===== src/rtl/mem_bus_pkg.sv =====
// Shared definitions for the memory-controller initiator path:
// controller bus widths, buffer capacity limit and the requester state encoding.
package mem_bus_pkg;

    localparam int MEM_ADDR_W      = 16;
    localparam int MEM_DATA_W      = 106;
    localparam int MEM_CNT_W       = 4;
    localparam int MAX_BYTES_LIMIT = 13;

    typedef enum logic [2:0] {
        IDLE      = 3'd0,
        ISSUE     = 3'd1,
        WAIT_BUSY = 3'd2,
        WAIT_DONE = 3'd3,
        ABORT     = 3'd4
    } state_t;

endpackage


===== src/rtl/mem_byte_gatherer.sv =====
// Write assembly buffer: collects bytes one at a time, tracks how many are held,
// flags pushes that arrive when full and packs the bytes onto the 106-bit write bus.
// Slots beyond the current count always hold zero, so the packed bus needs no masking.
module mem_byte_gatherer
    import mem_bus_pkg::*;
#(
    parameter int MAX_BYTES = MAX_BYTES_LIMIT
) (
    input  logic                  clk,
    input  logic                  reset,
    input  logic                  push_i,
    input  logic [7:0]            byte_i,
    input  logic                  clear_i,
    output logic [MEM_CNT_W-1:0]  count_o,
    output logic [MEM_CNT_W-1:0]  countNext_o,
    output logic                  dropped_o,
    output logic [MEM_DATA_W-1:0] data_o
);

    logic [7:0]           bytes_q [MAX_BYTES];
    logic [MEM_CNT_W-1:0] count_q;
    logic [MEM_CNT_W-1:0] count_d;
    logic                 full;
    logic                 accept;

    assign full      = (count_q == MEM_CNT_W'(MAX_BYTES));
    assign accept    = push_i && !full;
    assign dropped_o = push_i && full;

    // Next byte count: clearing wins, otherwise an accepted push bumps the count.
    always_comb begin
        count_d = count_q;
        if (clear_i) begin
            count_d = '0;
        end else if (accept) begin
            count_d = count_q + MEM_CNT_W'(1);
        end
    end

    // Store each accepted byte at the slot named by the current count.
    always_ff @(posedge clk or negedge reset) begin
        if (!reset) begin
            count_q <= '0;
            for (int i = 0; i < MAX_BYTES; i++) begin
                bytes_q[i] <= '0;
            end
        end else begin
            count_q <= count_d;
            for (int i = 0; i < MAX_BYTES; i++) begin
                if (clear_i) begin
                    bytes_q[i] <= '0;
                end else if (accept && (count_q == MEM_CNT_W'(i))) begin
                    bytes_q[i] <= byte_i;
                end
            end
        end
    end

    // Byte i lands at bits [8i+7:8i]; the top two bus bits stay zero.
    always_comb begin
        data_o = '0;
        for (int i = 0; i < MAX_BYTES; i++) begin
            data_o[8*i +: 8] = bytes_q[i];
        end
    end

    assign count_o     = count_q;
    assign countNext_o = count_d;

endmodule


===== src/rtl/mem_requester.sv =====
// Initiator front end for the memory controller. Accepts serial write bytes plus
// write-commit / single-byte-read commands, runs the CE/busy handshake with the
// controller, returns read data or completion pulses and aborts stalled transfers.
module mem_requester
    import mem_bus_pkg::*;
#(
    parameter int MAX_BYTES      = MAX_BYTES_LIMIT,
    parameter int TIMEOUT_CYCLES = 255,
    parameter int TO_W           = 8
) (
    input  logic                  clk,
    input  logic                  reset,
    input  logic                  wrByteValid,
    input  logic [7:0]            wrByte,
    input  logic                  wrCommit,
    input  logic                  rdReq,
    input  logic [MEM_ADDR_W-1:0] reqAdress,
    output logic                  reqReady,
    output logic [MEM_CNT_W-1:0]  bytesQueued,
    output logic [7:0]            rdData,
    output logic                  rdDataValid,
    output logic                  wrDone,
    output logic                  error,
    output logic                  memCE,
    output logic                  memWrite,
    output logic [MEM_ADDR_W-1:0] memAdress,
    output logic [MEM_CNT_W-1:0]  memNumBytes,
    output logic [MEM_DATA_W-1:0] memDataToWrite,
    input  logic [7:0]            memDataRead,
    input  logic                  memBusy
);

    state_t                state_q;
    logic [TO_W-1:0]       wdog_q;
    logic                  reqReady_q;
    logic [7:0]            rdData_q;
    logic                  rdDataValid_q;
    logic                  wrDone_q;
    logic                  error_q;
    logic                  memCE_q;
    logic                  memWrite_q;
    logic [MEM_ADDR_W-1:0] memAdress_q;
    logic [MEM_CNT_W-1:0]  memNumBytes_q;

    logic                  pushEn;
    logic                  bufClear;
    logic                  pushDropped;
    logic                  wdogExpired;
    logic [MEM_CNT_W-1:0]  countNext;

    // Bytes are only gathered while idle; the buffer empties when a write
    // finishes or a transfer is abandoned.
    assign pushEn      = wrByteValid && (state_q == IDLE);
    assign bufClear    = ((state_q == WAIT_DONE) && !memBusy && memWrite_q) || (state_q == ABORT);
    assign wdogExpired = (wdog_q == TO_W'(TIMEOUT_CYCLES));

    mem_byte_gatherer #(
        .MAX_BYTES (MAX_BYTES)
    ) u_gatherer (
        .clk         (clk),
        .reset       (reset),
        .push_i      (pushEn),
        .byte_i      (wrByte),
        .clear_i     (bufClear),
        .count_o     (bytesQueued),
        .countNext_o (countNext),
        .dropped_o   (pushDropped),
        .data_o      (memDataToWrite)
    );

    // Transaction sequencer with registered outputs. reqReady returns one cycle
    // after completion/abort so the completion pulse and the next accept never overlap.
    always_ff @(posedge clk or negedge reset) begin
        if (!reset) begin
            state_q       <= IDLE;
            wdog_q        <= '0;
            reqReady_q    <= 1'b1;
            rdData_q      <= '0;
            rdDataValid_q <= 1'b0;
            wrDone_q      <= 1'b0;
            error_q       <= 1'b0;
            memCE_q       <= 1'b0;
            memWrite_q    <= 1'b0;
            memAdress_q   <= '0;
            memNumBytes_q <= '0;
        end else begin
            rdDataValid_q <= 1'b0;
            wrDone_q      <= 1'b0;
            memCE_q       <= 1'b0;
            if (pushDropped) begin
                error_q <= 1'b1;
            end
            case (state_q)
                IDLE: begin
                    wdog_q <= '0;
                    if (!reqReady_q) begin
                        reqReady_q <= 1'b1;
                    end else if (wrCommit && rdReq) begin
                        error_q <= 1'b1;
                    end else if (wrCommit) begin
                        if (countNext == '0) begin
                            error_q <= 1'b1;
                        end else begin
                            error_q       <= pushDropped;
                            reqReady_q    <= 1'b0;
                            memWrite_q    <= 1'b1;
                            memAdress_q   <= reqAdress;
                            memNumBytes_q <= countNext;
                            state_q       <= ISSUE;
                        end
                    end else if (rdReq) begin
                        error_q       <= pushDropped;
                        reqReady_q    <= 1'b0;
                        memWrite_q    <= 1'b0;
                        memAdress_q   <= reqAdress;
                        memNumBytes_q <= MEM_CNT_W'(1);
                        state_q       <= ISSUE;
                    end
                end
                ISSUE: begin
                    wdog_q <= '0;
                    if (!memBusy) begin
                        memCE_q <= 1'b1;
                        state_q <= WAIT_BUSY;
                    end
                end
                WAIT_BUSY: begin
                    if (memBusy) begin
                        wdog_q  <= '0;
                        state_q <= WAIT_DONE;
                    end else if (wdogExpired) begin
                        wdog_q  <= '0;
                        state_q <= ABORT;
                    end else begin
                        wdog_q <= wdog_q + TO_W'(1);
                    end
                end
                WAIT_DONE: begin
                    if (!memBusy) begin
                        if (memWrite_q) begin
                            wrDone_q <= 1'b1;
                        end else begin
                            rdData_q      <= memDataRead;
                            rdDataValid_q <= 1'b1;
                        end
                        wdog_q  <= '0;
                        state_q <= IDLE;
                    end else if (wdogExpired) begin
                        wdog_q  <= '0;
                        state_q <= ABORT;
                    end else begin
                        wdog_q <= wdog_q + TO_W'(1);
                    end
                end
                ABORT: begin
                    error_q       <= 1'b1;
                    memWrite_q    <= 1'b0;
                    memNumBytes_q <= '0;
                    wdog_q        <= '0;
                    state_q       <= IDLE;
                end
                default: begin
                    wdog_q  <= '0;
                    state_q <= IDLE;
                end
            endcase
        end
    end

    assign reqReady    = reqReady_q;
    assign rdData      = rdData_q;
    assign rdDataValid = rdDataValid_q;
    assign wrDone      = wrDone_q;
    assign error       = error_q;
    assign memCE       = memCE_q;
    assign memWrite    = memWrite_q;
    assign memAdress   = memAdress_q;
    assign memNumBytes = memNumBytes_q;

endmodule


===== config.mk =====
export PLATFORM = sky130hd
export DESIGN_NAME = mem_requester
export DESIGN_NICKNAME = d
export VERILOG_FILES = /design/src/rtl/mem_bus_pkg.sv /design/src/rtl/mem_byte_gatherer.sv /design/src/rtl/mem_requester.sv
export SDC_FILE = /design/constraint.sdc
export NUM_CORES = 1
export LEC_CHECK = 0
export ABC_AREA = 1
export ABC_CLOCK_PERIOD_IN_PS = 3700
export BUFFER_PORTS_ARGS = -buffer_cell sky130_fd_sc_hd__buf_2
export CAP_MARGIN = 20
export CORE_MARGIN = 2
export CORE_UTILIZATION = 56
export CTS_CLUSTER_DIAMETER = 120
export DETAILED_ROUTE_END_ITERATION = 8
export PLACE_DENSITY = 0.91
export SETUP_SLACK_MARGIN = 0.4
export SLEW_MARGIN = 25
export SYNTH_ARGS = -nofsm -noshare
export SYNTH_HDL_FRONTEND = slang
export SYNTH_SLANG_ARGS = --single-unit

===== constraint.sdc =====
create_clock -name clk -period 3.7 [get_ports clk]
set_input_delay 0.74 -clock clk [delete_from_list [all_inputs] [get_ports clk]]
set_output_delay 0.74 -clock clk [all_outputs]
set_load 0.1 [all_outputs]

==> impl_metrics.ini <==
[placement]
place.gp.congestion = 0.905
port_buffers = 179
hpwlAfterDp_mm = 10.5

[clocking]
cts_resized = 0
cts_tree = done
clock_sinks = 153
insertion_delay_ps = 520
cts_buffer_depth = 2
htree_levels = 4
cts_buffers = 17
hold_buffers = 0
root_buffer = clkbuf_8
post_cts_buffers = 0
cts.clk_slew.worst_paths_ps = 70

[drt]
drt-pass1-iter-count = 5
wl_per_cell_um = 15.6
drtIter0Drc = 376
vias_per_cell = 5.30
wirelength_mm = 15.4
via_count = 5226
postRouteAntennaNets = 0
drc = 0

[flow_run]
maxCapViolations = 0

[final_layout]
drive_gt1_share_pct = 28.5
fillCellCount = 814
final_common_cell = nand2_1
nets = 876
area_delta_synth_final_pct = 23.9
layout_common_cells = nand2_1, buf_2, dfrtp_1

[critical_path]
path_max_fanout = 22
path_buf_inv = 1
critPathSlowestCell = dfstp_2
end_kind = output pin
critPathRequiredTime_ps = 2960
worstPathArrival_ps = 1830
critPathKind = flop to output pin
startpoint_type = flop
slowest_delay_ps = 800
path_cells = buf_2
cp_top_family = flip-flops
reg2reg_slack_ps = 1340

[synth]
ys_warn_count = 0
syn_area_per_cell_um2 = 9.47
yosysUniqueCellTypes = 40
synth_seq_area_share_pct = 60.8
synthCells = 665
ys_ff_latch = 153
synthesis.area_um2 = 6300

[timing]
slew_headroom_pct = 41.8
skew_ps = 12.6
finalCritPeriodShare_pct = 69.5
setup_viol = 0
drv_slew = 0
hold_violations = 0
fin_tns_setup_ps = 0
tightest_slew_ps = 867
period_needed_ps = 2570
fmax_ghz = 0.389
rsz0062_at_grt = false

[floorplan]
dieArea_um2 = 12100
rows = 38
core_area_um2 = 10900
boundaryPins = 182
start_util_pct = 57.8
die_w_um = 110
die_h_um = 110

[global_route]
grt_max_degree = 90
overflow = 0
track_usage_pct = 26.1
grt_pass1_vias = 4781
antenna_found_initial = 1
grt_pass1_wl_mm = 23.9

[run_status]
status = complete, no violations

[hold_path]
min_path_type = primary input to asynchronous set/reset pin
## state kept, by name, summed over array words and instances, names as in the netlist
name and flops:
wdog_q 8, error 1, wrDone 1, rdData 8
memWrite 1, u_gatherer.count_o 4, memNumBytes 4, memAdress 16
u_gatherer.data_o 104, state_q 3, rdDataValid 1, memCE 1
reqReady 1
## stage by stage
step           setup slack, ps  hold WS, ps  cell area [um^2]  utilization (%)  std cells
2_1_floorplan              962          433              6300                -        666
6_report                  1130          276              7800             71.7        986
3_3_place_gp              1180          450              7230             66.4        954
5_1_grt                   1080          320              7800             71.7        986
3_5_place_dp              1090          457              7230             66.4        954
4_1_cts                   1140          303              7800             71.7        985
## synth_stat cells, drive strengths merged
| library cell | count | area share [%] |
|---|---|---|
| a2111oi | 1 | 0.14 |
| inv | 46 | 2.8 |
| or2 | 1 | 0.099 |
| nor3 | 6 | 0.56 |
| o211ai | 1 | 0.12 |
| xor2 | 4 | 0.56 |
| o31ai | 1 | 0.12 |
| clkbuf | 10 | 0.60 |
| nand4 | 24 | 2.5 |
| a41oi | 1 | 0.44 |
| nor2 | 36 | 2.5 |
| conb | 1 | 0.060 |
| nor3b | 1 | 0.12 |
| buf | 23 | 2.1 |
| xnor2 | 2 | 0.28 |
| a21oi | 9 | 1.3 |
| o21ai | 106 | 8.4 |
| nand2 | 210 | 13 |
| a31oi | 3 | 0.78 |
| nand3 | 21 | 2.0 |
| dfstp | 1 | 0.42 |
| ha | 5 | 0.99 |
| dfrtp | 152 | 60 |
## worst paths after layout
check                                from               endpoint  cells past startpoint
max in group asynchronous           reset  u_gatherer.data_o[31]                      2
min in group clk           memDataRead[3]              rdData[3]                      3
hold / removal                      reset  u_gatherer.data_o[76]                      1
setup reg to reg               state_q[0]           memAdress[4]                     11
hold reg to reg                 wdog_q[0]              wdog_q[0]                      1
setup / recovery                 reqReady               reqReady                      1
## cells by family (layout without fill, tap and decap cells)
| kind of cell | Yosys count | after routing | share of synthesized area (%) |
|---|---|---|---|
| other | 1 | 3 | 0.0596 |
| xor gates and xnor gates | 6 | 6 | 0.835 |
| buffers and inverters | 79 | 258 | 5.50 |
| and+or+nand+nor | 299 | 299 | 20.5 |
| DFF | 153 | 153 | 60.8 |
| AOI/OAI and AO/OA | 122 | 122 | 11.3 |
| adders and majority gates | 5 | 5 | 0.994 |
## area by class of cell
type | instances | area [um^2] | share of cell area [%]
flip-flops and latches | 153 | 3830 | 49.1
multi-input cells | 434 | 2120 | 27.2
repair buffers | 181 | 930 | 11.9
clock buffers | 17 | 414 | 5.31
inverters | 46 | 175 | 2.24
well taps | 140 | 175 | 2.24
clock inverters | 14 | 154 | 1.97
diodes | 1 | 2.50 | 0.0321
## routing by layer
metal  vias up  global-route usage [%]  routed length (um)
met5         -                       0                   0
met4         0                    9.67                 317
met3        23                    6.06                 909
met2       175                    42.2                7690
met1      2542                    34.6                6450
li1       2486                       -                   -
Power is not shown: default switching activity piles up to over one toggle a cycle in this logic, so the estimate is an artifact.
